**config.mk**
```make
export PLATFORM = sky130hd
export DESIGN_NAME = shift_arbiter_flat
export DESIGN_NICKNAME = d
export VERILOG_FILES = /design/src/rtl/shift_arbiter_if.sv /design/src/rtl/shift_arbiter.sv /design/src/flat_wrapper.sv
export SDC_FILE = /design/constraint.sdc
export NUM_CORES = 1
export LEC_CHECK = 0
export BUFFER_PORTS_ARGS = -buffer_cell sky130_fd_sc_hd__buf_2
export CORE_ASPECT_RATIO = 0.8
export CORE_MARGIN = 10
export CORE_UTILIZATION = 47
export CTS_CLUSTER_DIAMETER = 200
export DETAILED_ROUTE_END_ITERATION = 12
export PLACE_DENSITY = 0.85
export RECOVER_POWER = 100
export SLEW_MARGIN = 10
export SYNTH_ARGS = -nofsm -noshare
export SYNTH_HDL_FRONTEND = slang
export SYNTH_SLANG_ARGS = --single-unit
```
**constraint.sdc**
```tcl
create_clock -name clk_i -period 2.67 [get_ports clk_i]
set_clock_uncertainty 0.1 [all_clocks]
set_input_delay 0.4005 -clock clk_i [delete_from_list [all_inputs] [get_ports clk_i]]
set_output_delay 0.4005 -clock clk_i [all_outputs]
set_load 0.1 [all_outputs]
```
**src/rtl/shift_arbiter_if.sv**
```systemverilog
// Bus bundle between the two requesters, the arbiter and the shared shifter.
//
// Handshake rule for every channel: a transfer happens on a rising clock edge
// where valid and ready are both high. The sender holds valid and its payload
// steady until that edge; ready may change freely while valid is low.
interface shift_arbiter_if;
  // Command channels (requester -> arbiter)
  logic       req0_valid;
  logic       req0_ready;
  logic [1:0] req0_op;
  logic [7:0] req0_data;
  logic [7:0] req0_amt;
  logic       req1_valid;
  logic       req1_ready;
  logic [1:0] req1_op;
  logic [7:0] req1_data;
  logic [7:0] req1_amt;

  // Response channels (arbiter -> requester), data bus shared by both
  logic       rsp0_valid;
  logic       rsp0_ready;
  logic       rsp1_valid;
  logic       rsp1_ready;
  logic [7:0] rsp_data;

  // Shared shifter datapath
  logic [1:0] sh_op;
  logic [7:0] sh_data;
  logic [7:0] sh_amt;
  logic [7:0] sh_result;

  // Status
  logic       busy;

  // Arbiter view
  modport slave (
    input  req0_valid, req0_op, req0_data, req0_amt,
    input  req1_valid, req1_op, req1_data, req1_amt,
    output req0_ready, req1_ready,
    output rsp0_valid, rsp1_valid, rsp_data,
    input  rsp0_ready, rsp1_ready,
    output sh_op, sh_data, sh_amt,
    input  sh_result,
    output busy
  );

  // Requester / shifter / environment view
  modport master (
    output req0_valid, req0_op, req0_data, req0_amt,
    output req1_valid, req1_op, req1_data, req1_amt,
    input  req0_ready, req1_ready,
    input  rsp0_valid, rsp1_valid, rsp_data,
    output rsp0_ready, rsp1_ready,
    input  sh_op, sh_data, sh_amt,
    output sh_result,
    input  busy
  );
endinterface

```
**src/rtl/shift_arbiter.sv**
```systemverilog
// Round-robin sequencer sharing one combinational shifter between two
// requesters. One command in flight at a time: accept, drive the shifter,
// wait SETTLE_CYCLES, capture, return the result on the winner's channel.
module shift_arbiter #(
  // Cycles the operands are held on the shifter before capture (1..15)
  parameter int unsigned SETTLE_CYCLES = 1
) (
  input  logic            clk_i,
  input  logic            rst_ni,
  shift_arbiter_if.slave  bus,
  // Debug view of the FSM: 0 IDLE, 1 ISSUE, 2 WAIT, 3 RESP
  output logic [1:0]      state_o
);

  typedef enum logic [1:0] {
    IDLE  = 2'd0,
    ISSUE = 2'd1,
    WAIT  = 2'd2,
    RESP  = 2'd3
  } state_e;

  localparam logic [1:0] OP_SLL = 2'b00;
  localparam logic [1:0] OP_SRL = 2'b01;
  localparam logic [1:0] OP_SRA = 2'b10;

  localparam logic [3:0] CNT_LOAD = 4'(SETTLE_CYCLES - 1);

  // Returns {bypass, normalised amount}. Logical shifts of 8 or more always
  // give zero, so they skip the shifter; SRA saturates at 7 (all sign bits);
  // ROR only cares about the amount modulo 8.
  function automatic logic [8:0] normalise(input logic [1:0] op,
                                           input logic [7:0] amt);
    logic [8:0] r;
    r = {1'b0, amt};
    case (op)
      OP_SLL, OP_SRL: if (amt >= 8'd8) r = {1'b1, amt};
      OP_SRA:         if (amt >= 8'd8) r = {1'b0, 8'd7};
      default:        r = {1'b0, 5'd0, amt[2:0]};
    endcase
    return r;
  endfunction

  state_e     state_q, state_d;
  logic       ptr_q, ptr_d;       // requester favoured when both are valid
  logic       gnt_q, gnt_d;       // requester owning the command in flight
  logic [1:0] op_q, op_d;
  logic [7:0] data_q, data_d;
  logic [7:0] amt_q, amt_d;
  logic       byp_q, byp_d;
  logic [3:0] cnt_q, cnt_d;
  logic [7:0] rsp_data_q, rsp_data_d;
  logic [1:0] rsp_valid_q, rsp_valid_d;

  logic       idle;
  logic       sel1;
  logic       accept;
  logic [1:0] cmd_op;
  logic [7:0] cmd_data;
  logic [7:0] cmd_amt;
  logic [8:0] cmd_norm;
  logic       rsp_hs;

  // Arbitration: a lone valid requester wins, otherwise the pointer decides.
  // Ready is held low while reset is asserted.
  always_comb begin
    idle           = (state_q == IDLE);
    sel1           = bus.req1_valid & (~bus.req0_valid | ptr_q);
    bus.req0_ready = rst_ni & idle & bus.req0_valid & ~sel1;
    bus.req1_ready = rst_ni & idle & sel1;
    accept         = bus.req0_ready | bus.req1_ready;
    cmd_op         = sel1 ? bus.req1_op   : bus.req0_op;
    cmd_data       = sel1 ? bus.req1_data : bus.req0_data;
    cmd_amt        = sel1 ? bus.req1_amt  : bus.req0_amt;
    cmd_norm       = normalise(cmd_op, cmd_amt);
    rsp_hs         = gnt_q ? (rsp_valid_q[1] & bus.rsp1_ready)
                           : (rsp_valid_q[0] & bus.rsp0_ready);
  end

  // FSM next state and datapath register updates
  always_comb begin
    state_d     = state_q;
    ptr_d       = ptr_q;
    gnt_d       = gnt_q;
    op_d        = op_q;
    data_d      = data_q;
    amt_d       = amt_q;
    byp_d       = byp_q;
    cnt_d       = cnt_q;
    rsp_data_d  = rsp_data_q;
    rsp_valid_d = rsp_valid_q;
    case (state_q)
      IDLE: begin
        if (accept) begin
          gnt_d   = sel1;
          ptr_d   = ~sel1;
          op_d    = cmd_op;
          data_d  = cmd_data;
          byp_d   = cmd_norm[8];
          amt_d   = cmd_norm[7:0];
          state_d = ISSUE;
        end
      end
      ISSUE: begin
        cnt_d   = CNT_LOAD;
        state_d = WAIT;
      end
      WAIT: begin
        if (cnt_q == 4'd0) begin
          rsp_data_d  = byp_q ? 8'h00 : bus.sh_result;
          rsp_valid_d = gnt_q ? 2'b10 : 2'b01;
          state_d     = RESP;
        end else begin
          cnt_d = cnt_q - 4'd1;
        end
      end
      RESP: begin
        if (rsp_hs) begin
          rsp_valid_d = 2'b00;
          state_d     = IDLE;
        end
      end
      default: state_d = IDLE;
    endcase
  end

  // State and datapath registers; reset discards any command in flight
  always_ff @(posedge clk_i or negedge rst_ni) begin
    if (!rst_ni) begin
      state_q     <= IDLE;
      ptr_q       <= 1'b0;
      gnt_q       <= 1'b0;
      op_q        <= 2'b00;
      data_q      <= 8'h00;
      amt_q       <= 8'h00;
      byp_q       <= 1'b0;
      cnt_q       <= 4'd0;
      rsp_data_q  <= 8'h00;
      rsp_valid_q <= 2'b00;
    end else begin
      state_q     <= state_d;
      ptr_q       <= ptr_d;
      gnt_q       <= gnt_d;
      op_q        <= op_d;
      data_q      <= data_d;
      amt_q       <= amt_d;
      byp_q       <= byp_d;
      cnt_q       <= cnt_d;
      rsp_data_q  <= rsp_data_d;
      rsp_valid_q <= rsp_valid_d;
    end
  end

  // The latched command drives the shifter directly, so the operand bus only
  // moves on the accept edge and holds its last value while idle.
  assign bus.sh_op      = op_q;
  assign bus.sh_data    = data_q;
  assign bus.sh_amt     = amt_q;
  assign bus.rsp0_valid = rsp_valid_q[0];
  assign bus.rsp1_valid = rsp_valid_q[1];
  assign bus.rsp_data   = rsp_data_q;
  assign bus.busy       = (state_q != IDLE);
  assign state_o        = state_q;

endmodule
```
**src/flat_wrapper.sv**
```systemverilog
// flat-port wrapper written by rule: the top's interface ports become plain ports
module shift_arbiter_flat 
#(
                                                                       
  parameter int unsigned SETTLE_CYCLES = 1
)
  (clk_i, rst_ni, state_o, bus_req0_valid, bus_req0_op, bus_req0_data, bus_req0_amt, bus_req1_valid, bus_req1_op, bus_req1_data, bus_req1_amt, bus_req0_ready, bus_req1_ready, bus_rsp0_valid, bus_rsp1_valid, bus_rsp_data, bus_rsp0_ready, bus_rsp1_ready, bus_sh_op, bus_sh_data, bus_sh_amt, bus_sh_result, bus_busy);
  shift_arbiter_if bus_i ();
  input  logic clk_i;
  input  logic rst_ni;
  output logic [1:0] state_o;
  input wire logic [$bits(bus_i.req0_valid)-1:0] bus_req0_valid;
  input wire logic [$bits(bus_i.req0_op)-1:0] bus_req0_op;
  input wire logic [$bits(bus_i.req0_data)-1:0] bus_req0_data;
  input wire logic [$bits(bus_i.req0_amt)-1:0] bus_req0_amt;
  input wire logic [$bits(bus_i.req1_valid)-1:0] bus_req1_valid;
  input wire logic [$bits(bus_i.req1_op)-1:0] bus_req1_op;
  input wire logic [$bits(bus_i.req1_data)-1:0] bus_req1_data;
  input wire logic [$bits(bus_i.req1_amt)-1:0] bus_req1_amt;
  output wire logic [$bits(bus_i.req0_ready)-1:0] bus_req0_ready;
  output wire logic [$bits(bus_i.req1_ready)-1:0] bus_req1_ready;
  output wire logic [$bits(bus_i.rsp0_valid)-1:0] bus_rsp0_valid;
  output wire logic [$bits(bus_i.rsp1_valid)-1:0] bus_rsp1_valid;
  output wire logic [$bits(bus_i.rsp_data)-1:0] bus_rsp_data;
  input wire logic [$bits(bus_i.rsp0_ready)-1:0] bus_rsp0_ready;
  input wire logic [$bits(bus_i.rsp1_ready)-1:0] bus_rsp1_ready;
  output wire logic [$bits(bus_i.sh_op)-1:0] bus_sh_op;
  output wire logic [$bits(bus_i.sh_data)-1:0] bus_sh_data;
  output wire logic [$bits(bus_i.sh_amt)-1:0] bus_sh_amt;
  input wire logic [$bits(bus_i.sh_result)-1:0] bus_sh_result;
  output wire logic [$bits(bus_i.busy)-1:0] bus_busy;
  assign bus_i.req0_valid = bus_req0_valid;
  assign bus_i.req0_op = bus_req0_op;
  assign bus_i.req0_data = bus_req0_data;
  assign bus_i.req0_amt = bus_req0_amt;
  assign bus_i.req1_valid = bus_req1_valid;
  assign bus_i.req1_op = bus_req1_op;
  assign bus_i.req1_data = bus_req1_data;
  assign bus_i.req1_amt = bus_req1_amt;
  assign bus_req0_ready = bus_i.req0_ready;
  assign bus_req1_ready = bus_i.req1_ready;
  assign bus_rsp0_valid = bus_i.rsp0_valid;
  assign bus_rsp1_valid = bus_i.rsp1_valid;
  assign bus_rsp_data = bus_i.rsp_data;
  assign bus_i.rsp0_ready = bus_rsp0_ready;
  assign bus_i.rsp1_ready = bus_rsp1_ready;
  assign bus_sh_op = bus_i.sh_op;
  assign bus_sh_data = bus_i.sh_data;
  assign bus_sh_amt = bus_i.sh_amt;
  assign bus_i.sh_result = bus_sh_result;
  assign bus_busy = bus_i.busy;
  shift_arbiter #(.SETTLE_CYCLES(SETTLE_CYCLES)) u_core (.clk_i(clk_i), .rst_ni(rst_ni), .bus(bus_i), .state_o(state_o));
endmodule
```
Word level (Yosys, flattened, before mapping)
Cells that the tools add are included. W data, S select, Z words.

$add $sub $neg: 1. Order comparisons: 1. Muxes and demuxes: 17. Equality and inequality tests: 9. Bitwise operators: 11. Reduce and logical (&&, ||, !) cells: 12.

Operators by type and width (number): $mux W8 (4); $pmux W9 S2 (1); $mux W2 (6); $mux W9 (1); $ge A8 B4 Y1 const B (1); $pmux W2 S4 (1); $pmux W4 S2 (1); $and A1 B1 Y1 (7); $eq A2 B2 Y1 const B (3); $reduce_and A2 Y1 (3); $reduce_and A3 Y1 (2); $reduce_bool A2 Y1 (3); $eq A2 B1 Y1 const B (2); $logic_not A2 Y1 (2); $logic_not A4 Y1 (1); $mux W4 (1); $ne A2 B1 Y1 const B (2); $ne A2 B2 Y1 const B (2); $pmux W2 S2 (1); $sub A4 B1 Y4 const B (1); $not A1 Y1 (2); $or A1 B1 Y1 (2); $reduce_or A2 Y1 (1); $mux W1 (1).

Register bits after elaboration: 37. Bits of input ports: 50. Output and inout bits: 33. Logic and storage cells: 61.

Depth between registers and ports, before layout
Gate-level depths: netlist of run 1.

Depth in word-level cells: 8. Mapped depth: 8. Depth with buffers taken out: 6.

Least setup slack after synthesis of run 1
Ideal clock, no wire load.

Kind: register -> output. From: register u_core.state_q[0], in the netlist u_core.state_o[0]. To: output bus_req0_ready. Buffers on the path: 1. Required time: 2169 ps. Slack: -1026 ps. Cell stages (with the launch flop): 7. Arrival time: 3196 ps. Cell sequence: dfrtp_1 inv_1 ha_1 and2_1 clkbuf_1 nand2_1 a21oi_1.

Cells in the longest elaborated chain, start to end: 4.

RTL lines: from (decl) (line shift_arbiter.sv:43) `state_e state_q, state_d;`; from (signal assigned) (line shift_arbiter.sv:140) `state_q <= state_d;`; $logic_not A2 Y1 (line shift_arbiter.sv:66) `idle = (state_q == IDLE);`; $and A1 B1 Y1 (3 in a row) (line shift_arbiter.sv:68) `bus.req0_ready = rst_ni & idle & bus.req0_valid & ~sel1;`; to (decl) (line flat_wrapper.sv:20) `output wire logic [$bits(bus_i.req0_ready)-1:0] bus_req0_ready;`.

Every way passes these cells.

Final worst setup path of run 1
From: input rst_ni. To: output bus_req0_ready.

Cells in the longest elaborated chain, start to end: 3.

RTL lines: from (decl) (line flat_wrapper.sv:10) `input logic rst_ni;`; $and A1 B1 Y1 (3 in a row) (line shift_arbiter.sv:68).

Every way passes these cells.

==> results of run 1 <==
[worst max-delay path, stage by stage]
cell,delay [ns]
dlygate4sd3_1,0.53
buf_2,0.19
and2_1,0.38
nand2_1,0.14
a21oi_2,0.15
buf_6,0.24
[per-stage QoR]
stage,std cells,hold slack [ns]
after global routing,344,0.2459
after global placement,335,0.1330
final,344,0.2451
after detailed placement,335,0.1358
after CTS,344,0.2437
after floorplan,204,0.004909
[repair_timing]
item / in CTS / in global routing
endpoints found under the hold margin: 3 / 0
resized for setup: 0 / 0
hold buffers: 1 / 0
setup buffers: 0 / 0
[worst max path at each step]
stage                                  from           endpoint  slack (ns)
after global routing                 rst_ni  u_core.state_o[1]        0.01
after global placement    u_core.state_o[0]  u_core.state_o[1]        0.54
after floorplan           u_core.state_o[0]     bus_req0_ready       -0.41
after CTS                            rst_ni     bus_req0_ready        0.15
final                                rst_ni     bus_req0_ready        0.14
after detailed placement  u_core.state_o[1]  u_core.state_o[1]        0.42
[sequential cells by signal, summed over array words and instances (netlist names)]
name                 count
u_core.cnt_q             4
u_core.byp_q             1
u_core.bus.sh_op         2
u_core.bus.rsp_data      8
u_core.rsp_valid_q       2
u_core.bus.sh_data       8
u_core.gnt_q             1
u_core.ptr_q             1
u_core.bus.sh_amt        8
u_core.state_o           2
[Yosys cell counts, types with 2 or more instances]
| cell type | count | share of area |
|---|---|---|
| nand3_1 | 4 | 0.010 |
| a21o_1 | 3 | 0.012 |
| mux2i_1 | 20 | 0.10 |
| a221oi_1 | 3 | 0.013 |
| o21ai_0 | 16 | 0.041 |
| dfrtp_1 | 37 | 0.47 |
| a32o_1 | 2 | 0.010 |
| nand2_1 | 25 | 0.048 |
| ha_1 | 7 | 0.045 |
| nor2_1 | 20 | 0.038 |
| a31oi_1 | 7 | 0.022 |
| buf_2 | 3 | 0.0077 |
| nand2b_1 | 16 | 0.051 |
| a21oi_1 | 9 | 0.023 |
| nor3_1 | 3 | 0.0077 |
| clkbuf_1 | 4 | 0.0077 |
| o31ai_1 | 3 | 0.012 |
| inv_1 | 8 | 0.015 |
| a2bb2oi_1 | 3 | 0.013 |
[cell usage in the layout, fill, tap and decap left out, types with 2 or more instances in the layout]
cell / n
clkbuf_1: 31
buf_2: 49
nor2_1: 21
ha_1: 7
o21ai_0: 16
nor3_1: 3
mux2i_1: 20
clkbuf_8: 5
o31ai_1: 3
a21o_1: 3
nand3_1: 4
inv_1: 8
a21oi_1: 8
a31oi_1: 7
dfrtp_1: 37
a2bb2oi_1: 3
a32o_1: 2
nand2b_1: 16
a221oi_1: 3
clkbuf_2: 2
nand2_1: 25
[logic make-up after synthesis]
kind of cell | count (synthesis)
simple gates | 76
compound gates | 46
flops | 37
mux | 21
buf+inv | 17
fa+ha+maj | 7
[cell type report]
type	instances	share of cell area
Sequential cell	37	0.3724
Inverter	8	0.01208
Multi-Input combinational cell	150	0.3810
Clock inverter	3	0.01007
Tap cell	55	0.02768
Clock buffer	5	0.02768
Timing Repair Buffer	86	0.1691
[routing by layer]
layer / vias up / track usage / wire length [um]
met5: - / 0 / 0
met4: 0 / 0.03846 / 53
met3: 8 / 0.06154 / 370
met2: 53 / 0.2401 / 2476
met1: 843 / 0.1811 / 2398
li1: 874 / - / -
==> results.sh, run 1 <==
export IMPL_yosysWarnings=0
export IMPL_max_cap_violations=0
export IMPL_syn_inst=204
export IMPL_viasPerCell=5.169
export IMPL_critPathKind="primary input to output port"
export IMPL_max_freq_ghz=0.3948
export IMPL_slew_headroom=0.1987
export IMPL_synth_edf_count=0
export IMPL_r2r_slack_ns=0.21
export IMPL_cts_root_buffer="clkbuf_8"
export IMPL_grt_pass1_wl_um=8845
export IMPL_fin_nets=345
export IMPL_hold_path_end="u_core.bus.rsp_data[3]"
export IMPL_drtIter0Drc=46
export IMPL_status="complete, no violations"
export IMPL_wl_per_cell_um=15.40
export IMPL_tns_ns=0
export IMPL_post_route_period_util=0.9486
export IMPL_path_clk_slew_ns=0.08
export IMPL_worst_hold_path_type="primary input to flip-flop"
export IMPL_rr_startpoint="u_core.state_o[1]"
export IMPL_worstMarginPinSlew_ns=1.207
export IMPL_row_count=20
export IMPL_globalplace_congestion=0.7935
export IMPL_critPathMaxFanout=11
export IMPL_die_y_um=77.72
export IMPL_syn_area_um2=1957
export IMPL_rsz0062_at_grt="false"
export IMPL_layout_drive_gt1_share=0.2180
export IMPL_synth_top_family_by_area="simple AND/OR/NAND/NOR gates"
export IMPL_drcViolationCount=0
export IMPL_clock_latency_ns=0.30
export IMPL_synth_mux_area_fraction=0.1100
export IMPL_drt_antenna_violating_nets=0
export IMPL_seqCellArea_um2=925.9
export IMPL_syn_nets=261
export IMPL_area_growth_pct=27.05
export IMPL_initial_core_util=0.5013
export IMPL_place_hpwl_um=4188
export IMPL_grt_max_degree=35
export IMPL_antenna_found_initial=0
export IMPL_vias=1778
export IMPL_fin_crit_ns=2.533
export IMPL_ios=83
export IMPL_postLayoutCoreUtil=0.6369
export IMPL_clk_path_buf_depth=2
export IMPL_ys_flop_type="dfrtp_1"
export IMPL_ys_seq_elements=37
export IMPL_synth_compound_area_share=0.1464
export IMPL_grt_usage=0.1493
export IMPL_htree_levels=2
export IMPL_die_area_um2=7161
export IMPL_io_buffers=82
export IMPL_setup_slack_ns=0.1373
export IMPL_cts_made_buffers=5
export IMPL_start_kind="primary input"
export IMPL_grt_pass1_vias=1885
export IMPL_avgSynthCellArea_um2=9.593
export IMPL_cp_required_ns=2.17
export IMPL_yosys_area_share_simple=0.1854
export IMPL_place_area_um2=2446
export IMPL_synth_fa_ha_area_frac=0.04476
export IMPL_hold_depth=3
export IMPL_finalSetupViolCount=0
export IMPL_yosysUniqueCellTypes=30
export IMPL_yosysSeqAreaShare=0.4731
export IMPL_die_w_um=92.14
export IMPL_multiInputGateArea_um2=947.2
export IMPL_reg2reg_to="u_core.state_o[1]"
export IMPL_maxSlewViolCount=0
export IMPL_rr_worst_depth=7
export IMPL_place_ws_ns=0.4188
export IMPL_holdCritStartpoint="bus_sh_result[3]"
export IMPL_synth_xor_area_frac=0
export IMPL_core_area_um2=3904
export IMPL_fillers=364
export IMPL_dr_pass1_iters=4
export IMPL_crit_arrival_ns=2.03
export IMPL_ys_async_sr_fraction=1.000
export IMPL_totalWireLength_um=5299
export IMPL_fin_area_um2=2486
export IMPL_hold_viol=0
export IMPL_endpoint_kind="output port"
export IMPL_grt_overflow_total=0
export IMPL_cts_sinks=37
export IMPL_diodes=0
export IMPL_cts_tree="built"
Power of run 1 is not shown: default switching activity piles up to over one toggle a cycle in this logic, so the estimate is an artifact.
==> inputs of run 2 (changes only) <==
--- a/config.mk
+++ b/config.mk
@@ -11,7 +11,7 @@
 export CORE_UTILIZATION = 47
 export CTS_CLUSTER_DIAMETER = 200
 export DETAILED_ROUTE_END_ITERATION = 12
-export PLACE_DENSITY = 0.85
+export PLACE_DENSITY_LB_ADDON = 0.3
 export RECOVER_POWER = 100
 export SLEW_MARGIN = 10
 export SYNTH_ARGS = -nofsm -noshare
==> results.sh, run 2 (synthesized netlist as in run 1, its figures left out) <==
export IMPL_dr_pass1_iters=4
export IMPL_core_area_um2=3904
export IMPL_rr_startpoint="u_core.state_o[1]"
export IMPL_worstMarginPinSlew_ns=1.201
export IMPL_grt_max_degree=33
export IMPL_path_cells="dlygate4sd3_1 -> buf_2 -> and2_2 -> nand2_1 -> a21oi_2 -> buf_12"
export IMPL_setup_slack_ns=0.2620
export IMPL_crit_arrival_ns=1.91
export IMPL_cts_sinks=37
export IMPL_holdCritStartpoint="bus_sh_result[3]"
export IMPL_critPathKind="primary input to output port"
export IMPL_totalWireLength_um=5105
export IMPL_slew_headroom=0.2026
export IMPL_antenna_found_initial=0
export IMPL_ios=83
export IMPL_row_count=20
export IMPL_seqCellArea_um2=925.9
export IMPL_grt_usage=0.1416
export IMPL_maxSlewViolCount=0
export IMPL_worst_path_dominant_cell_family="buffers and inverters"
export IMPL_hold_slack_ns=0.2660
export IMPL_status="complete, no violations"
export IMPL_wl_per_cell_um=14.84
export IMPL_hold_depth=3
export IMPL_clock_latency_ns=0.28
export IMPL_rr_worst_depth=7
export IMPL_tns_ns=0
export IMPL_hold_viol=0
export IMPL_post_route_period_util=0.9019
export IMPL_fin_area_um2=2525
export IMPL_path_buf_inv=3
export IMPL_cp_depth=6
export IMPL_cts_root_buffer="clkbuf_8"
export IMPL_fin_crit_ns=2.408
export IMPL_layout_drive_gt1_share=0.2249
export IMPL_layout_commonest_cell="buf_2"
export IMPL_cts_tree="built"
export IMPL_critPathMaxFanout=11
export IMPL_grt_overflow_total=0
export IMPL_grt_pass1_vias=1869
export IMPL_max_freq_ghz=0.4153
export IMPL_fillers=360
export IMPL_drtIter0Drc=60
export IMPL_grt_pass1_wl_um=8625
export IMPL_viasPerCell=5.052
export IMPL_start_kind="primary input"
export IMPL_die_w_um=92.14
export IMPL_globalplace_congestion=0.8319
export IMPL_area_growth_pct=29.03
export IMPL_die_area_um2=7161
export IMPL_slowest_delay_ns=0.52
export IMPL_rsz0062_at_grt="false"
export IMPL_place_area_um2=2446
export IMPL_crit_path_start="rst_ni"
export IMPL_worst_hold_path_type="primary input to flip-flop"
export IMPL_io_buffers=82
export IMPL_cts_made_buffers=5
export IMPL_vias=1738
export IMPL_max_cap_violations=0
export IMPL_drcViolationCount=0
export IMPL_r2r_slack_ns=0.42
export IMPL_endpoint_kind="output port"
export IMPL_die_y_um=77.72
export IMPL_slowest_stage="dlygate4sd3_1"
export IMPL_place_ws_ns=0.4483
export IMPL_initial_core_util=0.5013
export IMPL_clk_path_buf_depth=2
export IMPL_htree_levels=2
export IMPL_multiInputGateArea_um2=950.9
export IMPL_cp_required_ns=2.17
export IMPL_diodes=0
export IMPL_place_hpwl_um=4125
export IMPL_path_clk_slew_ns=0.07
export IMPL_drt_antenna_violating_nets=0
export IMPL_finalSetupViolCount=0
export IMPL_mostFrequentLayoutCells="buf_2, dfrtp_1, clkbuf_1"
export IMPL_fin_nets=345
==> run 2: worst reg2reg max path, delay by kind of cell, from the launching register on <==
| family | cells | cell delay, ns |
|---|---|---|
| fa+ha+maj | 1 | 0.23 |
| simple gates | 1 | 0.25 |
| buf+inv | 2 | 0.50 |
| flops | 1 | 0.44 |
| compound gates | 3 | 0.63 |
==> run 2: path summary, 6_finish.rpt <==
check / end
worst min-delay path: u_core.bus.rsp_data[3]
max in group asynchronous: u_core.bus.sh_data[0]
worst max register to register: u_core.bus.sh_amt[4]
min in group asynchronous: u_core.ptr_q
worst min register to register: u_core.cnt_q[3]
worst max-delay path: bus_req0_ready
==> run 2: final cells by class <==
class | count | area share
Multi-Input combinational cell | 150 | 0.3766
Clock buffer | 6 | 0.03271
Timing Repair Buffer | 86 | 0.1700
Inverter | 8 | 0.01189
Tap cell | 55 | 0.02725
Sequential cell | 37 | 0.3667
Clock inverter | 2 | 0.01487
==> run 2: routing by layer <==
metal	global-route usage	vias up	wire length [um]
li1	-	875	-
met1	0.1847	809	2372
met2	0.2275	54	2384
met3	0.05288	0	348
met4	0.01077	0	0
met5	0	-	0
==> run 2: repair_timing <==
item,CTS,global route
hold buffers,1,0
buffers inserted,0,0
endpoints found under the hold margin,5,0
setup endpoints to repair,0,1
resized for setup,0,1
==> run 2: metrics by stage <==
step | instances | util
6_report | 344 | 0.6468
4_1_cts | 344 | 0.6599
3_3_place_gp | 335 | 0.6266
2_1_floorplan | 204 | -
3_5_place_dp | 335 | 0.6266
5_1_grt | 344 | 0.6468
Power of run 2 is left out for the same reason.
